**src/rtl/lu_arbiter.sv**
```systemverilog
// lu_arbiter: shares one LogicUnit (one-cycle registered latency) between NREQ issue slots.
// Define LU_ARB_ROUND_ROBIN_EN for round-robin grant; otherwise the lowest requesting index wins.
module lu_arbiter #(
    parameter int unsigned NREQ = 4,
    parameter int unsigned W    = 32,
    parameter int unsigned IDW  = $clog2(NREQ)
) (
    input  logic              clk,
    input  logic              rst_n,
    input  logic [NREQ-1:0]   req_valid,
    output logic [NREQ-1:0]   req_ready,
    input  logic [3*NREQ-1:0] req_op,
    input  logic [W*NREQ-1:0] req_a,
    input  logic [W*NREQ-1:0] req_b,
    output logic [2:0]        lu_op,
    output logic [W-1:0]      lu_a,
    output logic [W-1:0]      lu_b,
    input  logic [W-1:0]      lu_result,
    output logic              resp_valid,
    output logic [IDW-1:0]    resp_id,
    output logic [W-1:0]      resp_data,
    input  logic              resp_ready
);

    typedef enum logic [1:0] {IDLE, EXEC, RESP} state_t;

    state_t         state_q, state_d;
    logic           accept;
    logic [IDW-1:0] grant;

    assign accept = (|req_valid) && ((state_q == IDLE) || ((state_q == RESP) && resp_ready));

`ifdef LU_ARB_ROUND_ROBIN_EN
    logic [IDW-1:0] last_q;

    // Search starts one past the last grant and wraps modulo NREQ.
    always_comb begin
        int unsigned idx;
        logic        found;
        idx   = 0;
        found = 1'b0;
        grant = '0;
        for (int unsigned k = 1; k <= NREQ; k++) begin
            idx = (32'(last_q) + k) % NREQ;
            if (!found && req_valid[IDW'(idx)]) begin
                grant = IDW'(idx);
                found = 1'b1;
            end
        end
    end

    always_ff @(posedge clk or negedge rst_n) begin
        if (!rst_n) begin
            last_q <= IDW'(NREQ - 1);
        end else if (accept) begin
            last_q <= grant;
        end
    end
`else
    always_comb begin
        logic found;
        found = 1'b0;
        grant = '0;
        for (int unsigned k = 0; k < NREQ; k++) begin
            if (!found && req_valid[IDW'(k)]) begin
                grant = IDW'(k);
                found = 1'b1;
            end
        end
    end
`endif

    always_ff @(posedge clk or negedge rst_n) begin
        if (!rst_n) begin
            state_q <= IDLE;
        end else begin
            state_q <= state_d;
        end
    end

    always_comb begin
        state_d = state_q;
        unique case (state_q)
            IDLE:    if (accept) state_d = EXEC;
            EXEC:    state_d = RESP;
            RESP:    if (resp_ready) state_d = accept ? EXEC : IDLE;
            default: state_d = IDLE;
        endcase
    end

    always_comb begin
        req_ready = '0;
        if (accept) begin
            req_ready[grant] = 1'b1;
        end
        resp_valid = (state_q == RESP);
    end

    // Held from accept to the next accept so a stalled RESP keeps lu_result stable.
    always_ff @(posedge clk or negedge rst_n) begin
        if (!rst_n) begin
            lu_op   <= '0;
            lu_a    <= '0;
            lu_b    <= '0;
            resp_id <= '0;
        end else if (accept) begin
            lu_op   <= req_op[3*grant +: 3];
            lu_a    <= req_a[W*grant +: W];
            lu_b    <= req_b[W*grant +: W];
            resp_id <= grant;
        end
    end

    assign resp_data = lu_result;

endmodule

```
**config.mk**
```make
export PLATFORM = sky130hd
export DESIGN_NAME = lu_arbiter
export DESIGN_NICKNAME = d
export VERILOG_FILES = /design/src/rtl/lu_arbiter.sv
export SDC_FILE = /design/constraint.sdc
export NUM_CORES = 1
export LEC_CHECK = 0
export ABC_CLOCK_PERIOD_IN_PS = 1500
export CORE_AREA = 2 2 163 165
export DETAILED_ROUTE_END_ITERATION = 10
export DIE_AREA = 0 0 165 167
export SKIP_CTS_REPAIR_TIMING = 1
export SKIP_LAST_GASP = 1
export SYNTH_ARGS = -nofsm -noshare
export SYNTH_HDL_FRONTEND = slang
export SYNTH_SLANG_ARGS = --single-unit
export TNS_END_PERCENT = 30
```
**constraint.sdc**
```tcl
create_clock -name clk -period 1.5 [get_ports clk]
set_input_delay 0.3 -clock clk [delete_from_list [all_inputs] [get_ports clk]]
set_output_delay 0.3 -clock clk [all_outputs]
set_load 0.005 [all_outputs]
```
==> results of run 1 <==
[metal layers]
layer  vias up  part of all wire  track usage
met5         -           0.00046            0
met4         2             0.018      0.06011
met2       308              0.50       0.3409
li1       3552                 -            -
met1      3479              0.40       0.2393
met3        31             0.083      0.04732
[logic make-up (layout without fill, tap and decap cells)]
logic type,after synthesis,after routing,share of synthesized area
AND/OR/NAND/NOR,217,217,0.2492
multiplexers,1,1,0.001562
AO/OA/AOI/OAI,338,338,0.3314
buffers and inverters,200,479,0.1406
other,0,1,0
flip-flops,71,71,0.2773
[power by group through the flow]
| stage | Sequential, uW | Combinational, uW | Clock, uW |
|---|---|---|---|
| floorplan | 3430 | 2520 | 0 |
| global placement | 3390 | 6380 | 0 |
| detailed placement | 3420 | 6420 | 0 |
| CTS | 3390 | 6450 | 2370 |
| global route | 3490 | 6920 | 2470 |
| finish | 3360 | 6390 | 2300 |
[layout make-up]
class                           instances  area share
Timing Repair Buffer                  394      0.3831
Multi-Input combinational cell        556      0.3561
Sequential cell                        71      0.1676
Tap cell                              335     0.03953
Inverter                               69     0.02443
Clock buffer                           10     0.02254
Clock inverter                          6    0.006490
Antenna cell                            1   0.0002360
[worst max-delay path, delay by kind of cell, from the launching register on]
| family | cells | cell delay [ps] |
|---|---|---|
| buffers and inverters | 2 | 260 |
| and+or+nand+nor | 3 | 460 |
| DFF | 1 | 390 |
[how the worst min path moves through the flow]
stage / start / endpoint / slack (ps)
floorplan: rst_n / lu_a[0] / 4
detailed placement: rst_n / lu_b[27] / 130
finish: rst_n / lu_b[27] / 310
global route: rst_n / lu_b[27] / 320
CTS: rst_n / lu_b[27] / -250
global placement: rst_n / lu_b[27] / 130
[state kept, by name, indices dropped and copies added (netlist names)]
signal / flops
resp_id: 2
lu_b: 32
lu_a: 32
lu_op: 3
state_q: 2
[placed cells by master (no fill, tap or decap), types with 2 or more instances in the layout]
cell type        instances
a21oi_1                 67
a22o_1                  67
a31oi_1                135
and3b_1                 68
buf_12                  13
buf_4                   34
buf_6                    4
clkbuf_16                9
clkbuf_2                 2
clkdlybuf4s50_1        306
clkinv_4                 2
dfrtp_1                 71
dlymetal6s2s_1          33
inv_1                   67
inv_2                    2
nand3b_1                67
nor2_1                   4
nor2b_1                 68
o21ai_0                 67
[through the flow]
step                instances  utilization
detailed placement       1421       0.3942
floorplan                 827            -
global placement         1421       0.3942
CTS                      1437       0.4061
finish                   1442       0.4115
global route             1442       0.4115
==> run metrics, run 1 <==
CP Data Arrival Time=1440 ps; worst reg2reg path endpoint=lu_a[19]; initial antenna violation count=2; slew margin rel.=0.6507; CP peak stage delay=390 ps; fin area=0.01060 sq mm; Initial Utilization=0.2487; largest net degree at the start of global routing=101; die area=0.02756 sq mm; NumNets Final=1408; mean post-synth cell area=7.748 sq um; vias in the first global route=7075; GR Overflow Total=0; CP Class=register to output port; multi-input logic area=0.003776 sq mm; measured slew at the worst slew-check pin=around 520 ps; critical-path cell list=nor2b_4 -> nor3_2 -> buf_4 -> and3b_1 -> clkbuf_2; hold slack=a little over 300 ps; CP startpoint kind=register; layout cell share with drive strength beyond 1=0.07143; Distinct cells, synth=26; # port buffers=348; Initial DRT Pass Iterations=5; r2r worst-path depth=6; drt total wl=28440 microns; slowest stage cell, crit path=dfrtp_1; Cell Area, Synth=~0.0064 sq mm; sequential power share=0.279; CTS sink cnt=71; Core ar.=0.02576 sq mm; Worst Setup Slack, final=-240.7 ps; Synth-to-Final Area Change=65.48%; FF+latch area=~0.0018 sq mm; Worst Setup EP=req_ready[2]; fin. max-slew vios=0; Peak VDD IR=0.6965 mV; critical path endpoint category=output port; # DRC=0; total vias in the final route=7372; leading area contributor after synthesis=dfrtp_1; Clk pin slew, worst setup/hold paths=70 ps; H-Tree Level Count=3; global-route wire length before repair=41870 microns; Die Span Y=around 170 microns; sequential share of the synthesized area=0.2773; iteration-0 DRC count of the detailed router=between 400 and 500; maxcap violations=0; setup TNS=-904.6 ps; largest buffer count on any clock path=2; Site Rows=59; final setup fails=31; period utilisation layout=1.160; Comb pwr share=0.530; most frequent cells after synthesis=a31oi_1, clkbuf_1, dfrtp_1; Period minus WS final=1741 ps; #FFs+latches synth=71; Post-DP Area=0.01015 sq mm; P per Cell Area=1137 mW/mm^2; leakage=0.004591 uW; Worst Skew=about 6.7 ps; Worst Hold Class=primary input to asynchronous set/reset pin; clock root cell=clkbuf_16; WL/cell=19.73 microns; CTS tree=done; RSZ-0062 raised after global routing=yes; most numerous cell in the Yosys netlist=a31oi_1; clock power share=0.191; Syn Inst Count=about 830; Ys Warns=0; status=complete, but fails checks; cts bufs inserted=9; Die Width=165 microns; detailed placer's ending HPWL=around 20000 microns; Final ANT Viol Nets=0; fill count=2656; CP Max Fanout=2; Syn Nets=1134; Synth async-reset ratio=1.000; Placer Congestion=0.8165; # IOs=413; post-DR vias/cell=5.112; Place WS=-646.9 ps; reg-to-reg critical path startpoint=state_q[1]; Post-synth EDFFs=0; Total GRT Usage=0.1969; launch point of the critical path=state_q[1]; worst endpoint required time=1200 ps; failing checks=negative setup slack; ranking of synthesized cells by area=dfrtp_1, a31oi_1, and3b_1; Synth top area share=0.2773; Sw Ratio=0.3550; final hold viol count=0; clk_lat worst skew=340 ps; Worst R2R Setup Slack=60 ps; Cell Int Power=7774 uW; predominant post-synthesis flop cell=dfrtp_1; fmax=574.5 MHz; Psw=4278 uW; total chip power=12050 uW
Power figures use the tool's default switching activity.
==> run 2: changes to the inputs <==
--- a/config.mk
+++ b/config.mk
@@ -9,6 +9,7 @@
 export CORE_AREA = 2 2 163 165
 export DETAILED_ROUTE_END_ITERATION = 10
 export DIE_AREA = 0 0 165 167
+export GPL_ROUTABILITY_DRIVEN = 0
 export SKIP_CTS_REPAIR_TIMING = 1
 export SKIP_LAST_GASP = 1
 export SYNTH_ARGS = -nofsm -noshare
==> results of run 2 <==
The final DEF is identical to that of run 1; final timing and power are the same.
